`config.mk`:
```
export PLATFORM = sky130hd
export DESIGN_NAME = writeback_stage_multi
export DESIGN_NICKNAME = d
export VERILOG_FILES = /design/src/rtl/writeback_stage_multi.sv
export SDC_FILE = /design/constraint.sdc
export NUM_CORES = 1
export LEC_CHECK = 0
export CORE_AREA = 2 2 181 183
export CTS_BUF_LIST = sky130_fd_sc_hd__clkbuf_4
export DETAILED_ROUTE_END_ITERATION = 7
export DIE_AREA = 0 0 183 185
export GPL_TIMING_DRIVEN = 0
export PLACE_DENSITY_LB_ADDON = 0.15
export SLEW_MARGIN = 40
export SYNTH_ARGS = -nofsm -noshare
export SYNTH_HDL_FRONTEND = slang
export SYNTH_SLANG_ARGS = --single-unit
```
`constraint.sdc`:
```
create_clock -name clk -period 2.3 [get_ports clk]
set_input_delay 0.23 -clock clk [delete_from_list [all_inputs] [get_ports clk]]
set_output_delay 0.23 -clock clk [all_outputs]
set_load 0.05 [all_outputs]
```
`src/rtl/writeback_stage_multi.sv`:
```
// Multi-lane in-order write-back stage: precise exception suppression, registered
// multi-cycle flush, retired-result bypass history, architectural flags and retire counter.
module writeback_stage_multi #(
   parameter int unsigned LANES        = 2,
   parameter int unsigned XLEN         = 32,
   parameter int unsigned RW           = 5,
   parameter int unsigned FW           = 4,
   parameter int unsigned CW           = 4,
   parameter int unsigned BYP_DEPTH    = 2,
   parameter int unsigned FLUSH_CYCLES = 2,
   parameter int unsigned ZERO_REG     = 1
) (
   input  logic                              clk,
   input  logic                              rst,
   input  logic [LANES-1:0]                  inValid,
   output logic                              inStall,
   input  logic [LANES*RW-1:0]               inRd,
   input  logic [LANES*XLEN-1:0]             inRdVal,
   input  logic [LANES-1:0]                  inFlagsValid,
   input  logic [LANES*FW-1:0]               inFlags,
   input  logic [LANES-1:0]                  inMemNack,
   input  logic [LANES-1:0]                  inExValid,
   input  logic [LANES*CW-1:0]               inExCause,
   input  logic [LANES*XLEN-1:0]             inPc,
   output logic [LANES-1:0]                  wrEn,
   output logic [LANES*RW-1:0]               wrAddr,
   output logic [LANES*XLEN-1:0]             wrVal,
   output logic                              flush,
   output logic [CW-1:0]                     flushCause,
   output logic [XLEN-1:0]                   flushPc,
   output logic [BYP_DEPTH*LANES-1:0]        bypValid,
   output logic [BYP_DEPTH*LANES*RW-1:0]     bypRd,
   output logic [BYP_DEPTH*LANES*XLEN-1:0]   bypVal,
   output logic [FW-1:0]                     flags,
   output logic                              flagsValid,
   output logic [31:0]                       retireCount
);

   localparam int unsigned CNTW = (FLUSH_CYCLES > 1) ? $clog2(FLUSH_CYCLES) : 1;

   typedef enum logic {IDLE, FLUSH} state_t;

   state_t                  state;
   logic [CNTW-1:0]         cnt;
   logic [LANES-1:0]        live;
   logic                    ex_found;
   logic [CW-1:0]           ex_cause;
   logic [XLEN-1:0]         ex_pc;
   logic                    fl_upd;
   logic [FW-1:0]           fl_nxt;
   logic [31:0]             retire_inc;

   logic [LANES-1:0]        byp_v   [BYP_DEPTH];
   logic [LANES*RW-1:0]     byp_rd  [BYP_DEPTH];
   logic [LANES*XLEN-1:0]   byp_val [BYP_DEPTH];

   assign inStall    = 1'b0;
   assign flagsValid = 1'b1;
   assign wrAddr     = inRd;
   assign wrVal      = inRdVal;

   // Lanes are scanned oldest first; once an excepting lane is seen it and every
   // younger lane lose liveness, and the last live flag writer (youngest) wins.
   always_comb begin
      ex_found   = 1'b0;
      ex_cause   = '0;
      ex_pc      = '0;
      live       = '0;
      wrEn       = '0;
      fl_upd     = 1'b0;
      fl_nxt     = flags;
      retire_inc = '0;
      for (int unsigned k = 0; k < LANES; k++) begin
         if (!ex_found && inValid[k] && (inMemNack[k] || inExValid[k])) begin
            ex_found = 1'b1;
            ex_cause = inMemNack[k] ? '0 : inExCause[k*CW +: CW];
            ex_pc    = inPc[k*XLEN +: XLEN];
         end
         live[k] = inValid[k] && !ex_found && !flush && rst;
         wrEn[k] = live[k] && !((ZERO_REG != 0) && (inRd[k*RW +: RW] == '0));
         if (live[k] && inFlagsValid[k]) begin
            fl_upd = 1'b1;
            fl_nxt = inFlags[k*FW +: FW];
         end
         retire_inc = retire_inc + 32'(live[k]);
      end
   end

   always_ff @(posedge clk or negedge rst) begin
      if (!rst) begin
         state      <= IDLE;
         cnt        <= '0;
         flush      <= 1'b0;
         flushCause <= '0;
         flushPc    <= '0;
      end else begin
         case (state)
            IDLE: begin
               if (ex_found) begin
                  state      <= FLUSH;
                  flush      <= 1'b1;
                  cnt        <= CNTW'(FLUSH_CYCLES - 1);
                  flushCause <= ex_cause;
                  flushPc    <= ex_pc;
               end
            end
            FLUSH: begin
               if (cnt == '0) begin
                  state <= IDLE;
                  flush <= 1'b0;
               end else begin
                  cnt <= cnt - 1'b1;
               end
            end
            default: begin
               state <= IDLE;
               flush <= 1'b0;
            end
         endcase
      end
   end

   always_ff @(posedge clk or negedge rst) begin
      if (!rst) begin
         flags       <= '0;
         retireCount <= '0;
         for (int unsigned d = 0; d < BYP_DEPTH; d++) begin
            byp_v[d]   <= '0;
            byp_rd[d]  <= '0;
            byp_val[d] <= '0;
         end
      end else begin
         if (fl_upd) flags <= fl_nxt;
         retireCount <= retireCount + retire_inc;
         byp_v[0]    <= wrEn;
         byp_rd[0]   <= inRd;
         byp_val[0]  <= inRdVal;
         for (int unsigned d = 1; d < BYP_DEPTH; d++) begin
            byp_v[d]   <= byp_v[d-1];
            byp_rd[d]  <= byp_rd[d-1];
            byp_val[d] <= byp_val[d-1];
         end
      end
   end

   always_comb begin
      bypValid = '0;
      bypRd    = '0;
      bypVal   = '0;
      for (int unsigned d = 0; d < BYP_DEPTH; d++) begin
         bypValid[d*LANES +: LANES]       = byp_v[d];
         bypRd[d*LANES*RW +: LANES*RW]    = byp_rd[d];
         bypVal[d*LANES*XLEN +: LANES*XLEN] = byp_val[d];
      end
   end

endmodule

```
After elaboration in Yosys (flattened, before gate mapping). Cells that the tools add are included.

Register bits after elaboration: 227. Bits in latches: 0. Bits in writable memories: 0. Bits in read-only memories: 0. Input bits: 164. Output and inout port bits: 303. Memories kept: 0.

$add $sub $neg: 3. Multipliers: 0. Divide/modulo/power cells: 0. $lt $le $gt $ge: 0. Equality and inequality tests: 2. Shift-type cells: 0. Muxes and demuxes: 20. Bitwise gates (word level): 1. Reduce and logical (&&, ||, !) cells: 26.

Operators by type and width (number): $mux 32 (2); $add 32x2->32 (1); $mux 4 (6); $logic_and 1x1->1 (13); $logic_not 5->1 (2); $mux 1 (9); $pmux 1 s2 (3); $reduce_and 2->1 (3); $logic_not 1->1 (5); $ne 2x2->1 const B (2); $add 1x1->2 (1); $logic_or 1x1->1 (2); $reduce_bool 2->1 (1); $not 1->1 (1); $sub 1x1->1 const B (1).

Logic depth before layout (Yosys ltp). Gate-level depths: netlist (run 1).

Depth after elaboration: 14. Mapped depth: 9. Gate-level depth less buffers: 9.

Least setup slack after synthesis (run 1). OpenSTA, ideal clock, no wires.

Kind: register -> register. From: reg flush. To: reg retireCount[26]. Library setup time: 0.141 ns. Arrival time: 2.458 ns. Data required time: 2.159 ns. Slack: -0.299 ns. Cell stages (with the launch flop): 10. Path buffers: 0. Clock period less this slack: 2.599 ns. Cells stage by stage: dfrtp_1 > and3b_1 > nand3_1 > fa_1 > inv_1 > ha_1 > inv_1 > nor4_4 > nand4_1 > xnor2_1.

Cells in the longest elaborated chain, start to end: 5. Elaborated cells between the ends (all ways): 7. Classes of those cells: add/sub: 2; reduce/logical: 5.

RTL lines: start, declared (RTL line 28) `output logic flush,`; start signal, assigned (RTL line 93) `flush <= 1'b0;`; start signal, assigned (RTL line 101) `flush <= 1'b1;`; start signal, assigned (RTL line 110) `flush <= 1'b0;`; $logic_not 1->1 * (RTL line 79) `live[k] = inValid[k] && !ex_found && !flush && rst;`; $logic_and 1x1->1 (2 in a row) (RTL line 79); $add 1x1->2 * (RTL line 85) `retire_inc = retire_inc + 32'(live[k]);`; $add 32x2->32 * (RTL line 134) `retireCount <= retireCount + retire_inc;`; end signal, assigned (RTL line 134); end, declared (RTL line 36) `output logic [31:0] retireCount`.

Every way passes the cells marked *; elsewhere a longest branch is shown, timed or not. A chain may end at the register's enable or synchronous reset.

Final worst setup path (run 1). Ends and elaborated chain as after synthesis.

==> flow_summary.ini, run 1 <==
[outcome]
run_status = finished clean

[setup_path]
cp.arrival_ps = 2800
cp_max_fo = 5
required_ps = 2830
worstSetupPathType = reg2reg
cp-end-kind = flip-flop
critPathLaunch = flush$_DFFE_PN0P_
cp-start-kind = flip-flop
r2r_start = flush$_DFFE_PN0P_
r2r_cells = 10

[yosys]
ys_ff_latch = 227
synth_nets = 722
async_reset_ff_frac = 1.000
synth_edf_count = 0
yosysWarnings = 0
synth_area_per_cell_sq_um = 13.98
ys.flop_type = dfrtp_1
seq_area_frac_synth = 0.7310
syn_inst = 556
syn-cell-area_sq_mm = 0.007771
synth_cell_types = 31

[sta]
worst_pin_slew_ps = 893.7
maxSlewViolCount = 0
fmax_mhz = 438.9
slew_headroom = 0.4022
hold_viol_final = 0
holdWs_ps = 67.22
final.period_utilization = 0.9905
period_needed_ps = 2278
finalSetupViolCount = 0
finalClockSkew_ps = 38.18
rsz0062_at_grt = yes

[power]
pwr-share-comb = 0.366
p_leak_nw = 6.584
intPower_mw = 8.397
seqPwrFrac = 0.358
p_sw_mw = 5.295
p_sw_frac = 0.3867
finalPower_mw = 13.69
power_frac_clock = 0.276
power_density_mw_per_mm2 = 918.4
ir_drop_mv = 0.3478

[cts]
cts_tree = done
cts_made_buffers = 68
clkSlewWorstSetupHoldPaths_ps = 60
clk_latency_ps = 660
root_buffer = clkbuf_4
h-tree-depth = 3
cts_sinks = 227
cts_buffer_depth = 3

[flow_run]
cap_violations = 0

[layout]
layout_common_cells = 450 x clkdlybuf4s50_1, 226 x dfrtp_1, 100 x clkbuf_4
layout.nets = 1343
final_common_cell = clkdlybuf4s50_1
drive_above_1_share = 0.1873
nFillCells = 2981
synthToLayoutAreaGrowth_pct = 91.84

[route]
first_iter_violations = 129
ant_nets = 0
via_per_inst = 4.071
firstDrtPassIters = 4
drt-total-wl_um = 28980
vias = 6624
wl_per_cell_um = 17.81
drc = 0

[floorplanning]
die_x_um = 183
ios = 467
core_area_sq_mm = 0.03204
rows = 66
start_util = 0.2425
dieArea_sq_mm = 0.03386
die_y_um = 185

[global_route]
antenna_found_initial = 2
grt-ovfl-total = 0
grt_max_degree = 55
grt_pass1_wl_um = 42220
grt_pass1_vias = 6949
track_usage = 0.1672

[worst_hold_path]
min_path_type = in2async

[placement]
place.gp.congestion = 0.7853
port_buffers = 464
hpwl_um = 21110
==> kinds of logic (layout without fill, tap and decap cells) <==
kind of cell | Yosys count | in the layout | share of synthesized area
flops | 227 | 227 | 0.7310
simple gates | 112 | 112 | 0.07567
xor+xnor | 30 | 30 | 0.03381
mux | 4 | 4 | 0.005152
other cells | 2 | 4 | 0.0009664
fa+ha+maj | 2 | 2 | 0.004186
buf+inv | 97 | 758 | 0.08404
compound gates | 82 | 82 | 0.06521
==> synthesized netlist by cell type (3+ instances only) <==
master	count	area, sq um
a21oi_1	42	210.2
a22oi_1	36	270.3
buf_2	3	15.01
buf_4	76	570.6
clkbuf_1	12	45.04
dfrtp_1	227	5680
inv_1	6	22.52
mux2i_1	4	40.04
nand2_1	12	45.04
nand3_1	13	65.06
nand4_1	10	62.56
nor2_1	56	210.2
nor2b_1	3	18.77
nor3_1	5	25.02
xnor2_1	25	219.0
xor2_1	5	43.79
==> layout make-up <==
class                   instances  area [sq um]  share of cell area
plain buffers                  91         630.6             0.04230
clock inverters                11         81.33            0.005455
well taps                     408         510.5             0.03424
diodes                          2         5.005           0.0003357
repair buffers                551          5742              0.3851
flip-flops and latches        227          5682              0.3811
multi-input cells             232          1491              0.1000
clock buffers                  99         743.2             0.04985
inverters                       6         22.52            0.001511
==> critical path, stage by stage (launching register included) <==
cell and delay, ps:
dfrtp_2 420, and3b_2 280, nand3_4 100, fa_2 460
inv_2 80, ha_4 120, inv_2 40, nor4_4 260
buf_6 170, nand4_1 110, xnor2_1 140
==> registers in the layout (all words and copies together), names as in the netlist <==
register	flops
bypRd	20
bypValid	4
flags	4
bypVal	128
flush	1
flushCause	4
state	1
retireCount	32
flushPc	32
cnt	1
==> per-layer routing <==
metal	vias to the layer above	share of wire	global-route usage
met1	3181	0.38	0.1828
met3	39	0.10	0.07609
met4	0	0.019	0.06080
met5	-	0	0
met2	321	0.50	0.2862
li1	3083	-	-
==> power by group through the flow <==
| stage | Sequential (mW) | Combinational, mW | Clock, mW |
|---|---|---|---|
| after global placement | 4.95 | 4.88 | 0 |
| after CTS | 4.91 | 5.02 | 3.98 |
| after floorplan | 6.89 | 0.972 | 0 |
| after global routing | 4.98 | 5.25 | 4.22 |
| after detailed placement | 4.98 | 4.90 | 0 |
| final | 4.90 | 5.01 | 3.78 |
==> through the flow <==
stage / TNS [ps] / worst slack [ps] / cell area, sq um / cells / util
global placement: -2429170 / -10080 / 12950 / 1428 / 0.4041
floorplan: -448.3 / -71.97 / 7792 / 556 / -
finish: 0 / 21.80 / 14910 / 1627 / 0.4653
CTS: -68.97 / -27.74 / 14690 / 1615 / 0.4584
detailed placement: -34660 / -1289 / 13040 / 1431 / 0.4068
global route: -890.2 / -103.7 / 14910 / 1627 / 0.4653
==> what timing repair did <==
action	in CTS	in global routing
buffers inserted	6	0
pin swaps	5	12
setup endpoints to repair	31	29
cloned	3	1
hold buffers	65	9
resized for setup	19	14
hold endpoints to repair	252	72
==> worst paths after layout <==
kind	slack (ps)	end
min in group clk	80	bypVal[2]$_DFF_PN0_
max in group asynchronous	980	bypVal[87]$_DFF_PN0_
min	70	bypValid[1]$_DFF_PN0_
max reg2reg	20	retireCount[26]$_DFF_PN0_
min reg2reg	360	bypVal[111]$_DFF_PN0_
max	20	retireCount[26]$_DFF_PN0_
Note: power is estimated with default switching activity, not from simulation.
==> inputs of run 2 (changes only) <==
--- a/config.mk
+++ b/config.mk
@@ -5,10 +5,11 @@
 export SDC_FILE = /design/constraint.sdc
 export NUM_CORES = 1
 export LEC_CHECK = 0
-export CORE_AREA = 2 2 181 183
+export CAP_MARGIN = 10
+export CORE_AREA = 4 4 178 180
 export CTS_BUF_LIST = sky130_fd_sc_hd__clkbuf_4
 export DETAILED_ROUTE_END_ITERATION = 7
-export DIE_AREA = 0 0 183 185
+export DIE_AREA = 0 0 182 184
 export GPL_TIMING_DRIVEN = 0
 export PLACE_DENSITY_LB_ADDON = 0.15
 export SLEW_MARGIN = 40
==> flow_summary.ini, run 2 (synthesized netlist as in run 1, its figures left out) <==
[outcome]
run_status = complete, but fails checks
failed_checks = setup timing

[layout]
largest_reg_flops = 128
layout_common_cells = 449 x clkdlybuf4s50_1, 226 x dfrtp_1, 101 x clkbuf_4
drive_above_1_share = 0.1820
final_common_cell = clkdlybuf4s50_1
layout.nets = 1334
synthToLayoutAreaGrowth_pct = 90.07
nFillCells = 2796

[sta]
maxSlewViolCount = 0
finalSetupViolCount = 1
hold_viol_final = 0
slew_headroom = 0.5885
worst_slack_ps = -10.77
rsz0062_at_grt = yes
worst_pin_slew_ps = 615.3
fmax_mhz = 432.8
final.period_utilization = 1.005
finalClockSkew_ps = 32.77
period_needed_ps = 2311

[cts]
cts_made_buffers = 61
cts_sinks = 227
clk_latency_ps = 680
cts_tree = done
root_buffer = clkbuf_4
cts_buffer_depth = 3
clkSlewWorstSetupHoldPaths_ps = 60
h-tree-depth = 2

[placement]
place_ws_ps = -848.4
port_buffers = 464
place.gp.congestion = 0.8014
hpwl_um = 21580

[floorplanning]
dieArea_sq_mm = 0.03349
die_x_um = 182
rows = 64
ios = 467
core_area_sq_mm = 0.03019
die_y_um = 184
start_util = 0.2574

[setup_path]
cp-start-kind = flip-flop
cp_max_fo = 5
r2r_cells = 10
worstSetupPathType = reg2reg
required_ps = 2830
r2r-end = retireCount[26]$_DFF_PN0_
cp-end-kind = flip-flop
cp.arrival_ps = 2840
rrSetupSlack_ps = -10
r2r_start = flush$_DFFE_PN0P_

[flow_run]
cap_violations = 0

[global_route]
grt_pass1_wl_um = 42580
grt_pass1_vias = 7063
antenna_found_initial = 2
grt_max_degree = 70
grt-ovfl-total = 0
track_usage = 0.1646

[route]
drt-total-wl_um = 28550
via_per_inst = 4.056
firstDrtPassIters = 4
ant_nets = 0
vias = 6538
drc = 0
first_iter_violations = 224
wl_per_cell_um = 17.71

[worst_hold_path]
min_path_type = in2reg
worstHoldStart = inRdVal[19]
hold-path-endpoint = bypVal[19]$_DFF_PN0_
holdPathStages = 1

[power]
p_leak_nw = 6.481
power_density_mw_per_mm2 = 918.6
finalPower_mw = 13.57
ir_drop_mv = 0.6589
==> run 2: worst max-delay path, cell delays in order (launching register included) <==
cell	delay (ps)
dfrtp_2	430
and3b_2	270
nand3_4	100
fa_2	400
inv_2	80
ha_4	120
inv_2	40
nor4_4	320
buf_6	180
nand4_1	110
xnor2_1	140
==> run 2: layer usage <==
| metal | vias to the layer above | part of all wire | track usage |
|---|---|---|---|
| met5 | - | 0 | 0 |
| met4 | 0 | 0.025 | 0.05464 |
| met3 | 54 | 0.11 | 0.07103 |
| met2 | 332 | 0.51 | 0.2968 |
| met1 | 3088 | 0.35 | 0.1729 |
| li1 | 3064 | - | - |
==> run 2: how the worst max path moves through the flow <==
stage | start | to | slack [ps] | cells past startpoint
floorplan | flush$_DFFE_PN0P_ | retireCount[26]$_DFF_PN0_ | -70 | 9
global placement | rst | flush$_DFFE_PN0P_ | -9960 | 1
detailed placement | rst | retireCount[26]$_DFF_PN0_ | -850 | 11
CTS | flush$_DFFE_PN0P_ | retireCount[26]$_DFF_PN0_ | -40 | 10
global route | flush$_DFFE_PN0P_ | retireCount[26]$_DFF_PN0_ | -120 | 10
finish | flush$_DFFE_PN0P_ | retireCount[26]$_DFF_PN0_ | -10 | 10
==> run 2: where the power goes <==
| part | internal [mW] | switching, mW |
|---|---|---|
| Clock | 1.95 | 1.66 |
| Combinational | 1.74 | 3.30 |
| Sequential | 4.57 | 0.358 |
| Total | 8.25 | 5.31 |
==> run 2: area by class of cell <==
type	instances	area, sq um	area share
Sequential cell	227	5682	0.3847
Timing Repair Buffer	549	5643	0.3820
Multi-Input combinational cell	232	1498	0.1014
Clock buffer	100	750.7	0.05083
Buffer	91	630.6	0.04269
Tap cell	396	495.5	0.03355
Clock inverter	9	43.79	0.002965
Inverter	6	22.52	0.001525
Antenna cell	2	5.005	0.0003388
==> run 2: repair_timing <==
item	CTS	global route
hold buffers	75	0
setup buffers	5	1
resized for setup	28	8
cloned	1	0
setup endpoints to repair	28	17
hold endpoints to repair	224	0
pin swaps	8	5
==> run 2: through the flow <==
step	cells	util	hold WS [ps]	setup TNS (ps)	instance area, sq um
floorplan	556	-	-65.59	-448.3	7792
global placement	1416	0.4284	355.0	-2402480	12930
detailed placement	1419	0.4313	158.6	-19220	13020
CTS	1609	0.4879	5.943	-71.32	14730
global route	1612	0.4893	1.355	-678.2	14770
finish	1612	0.4893	79.01	-10.77	14770
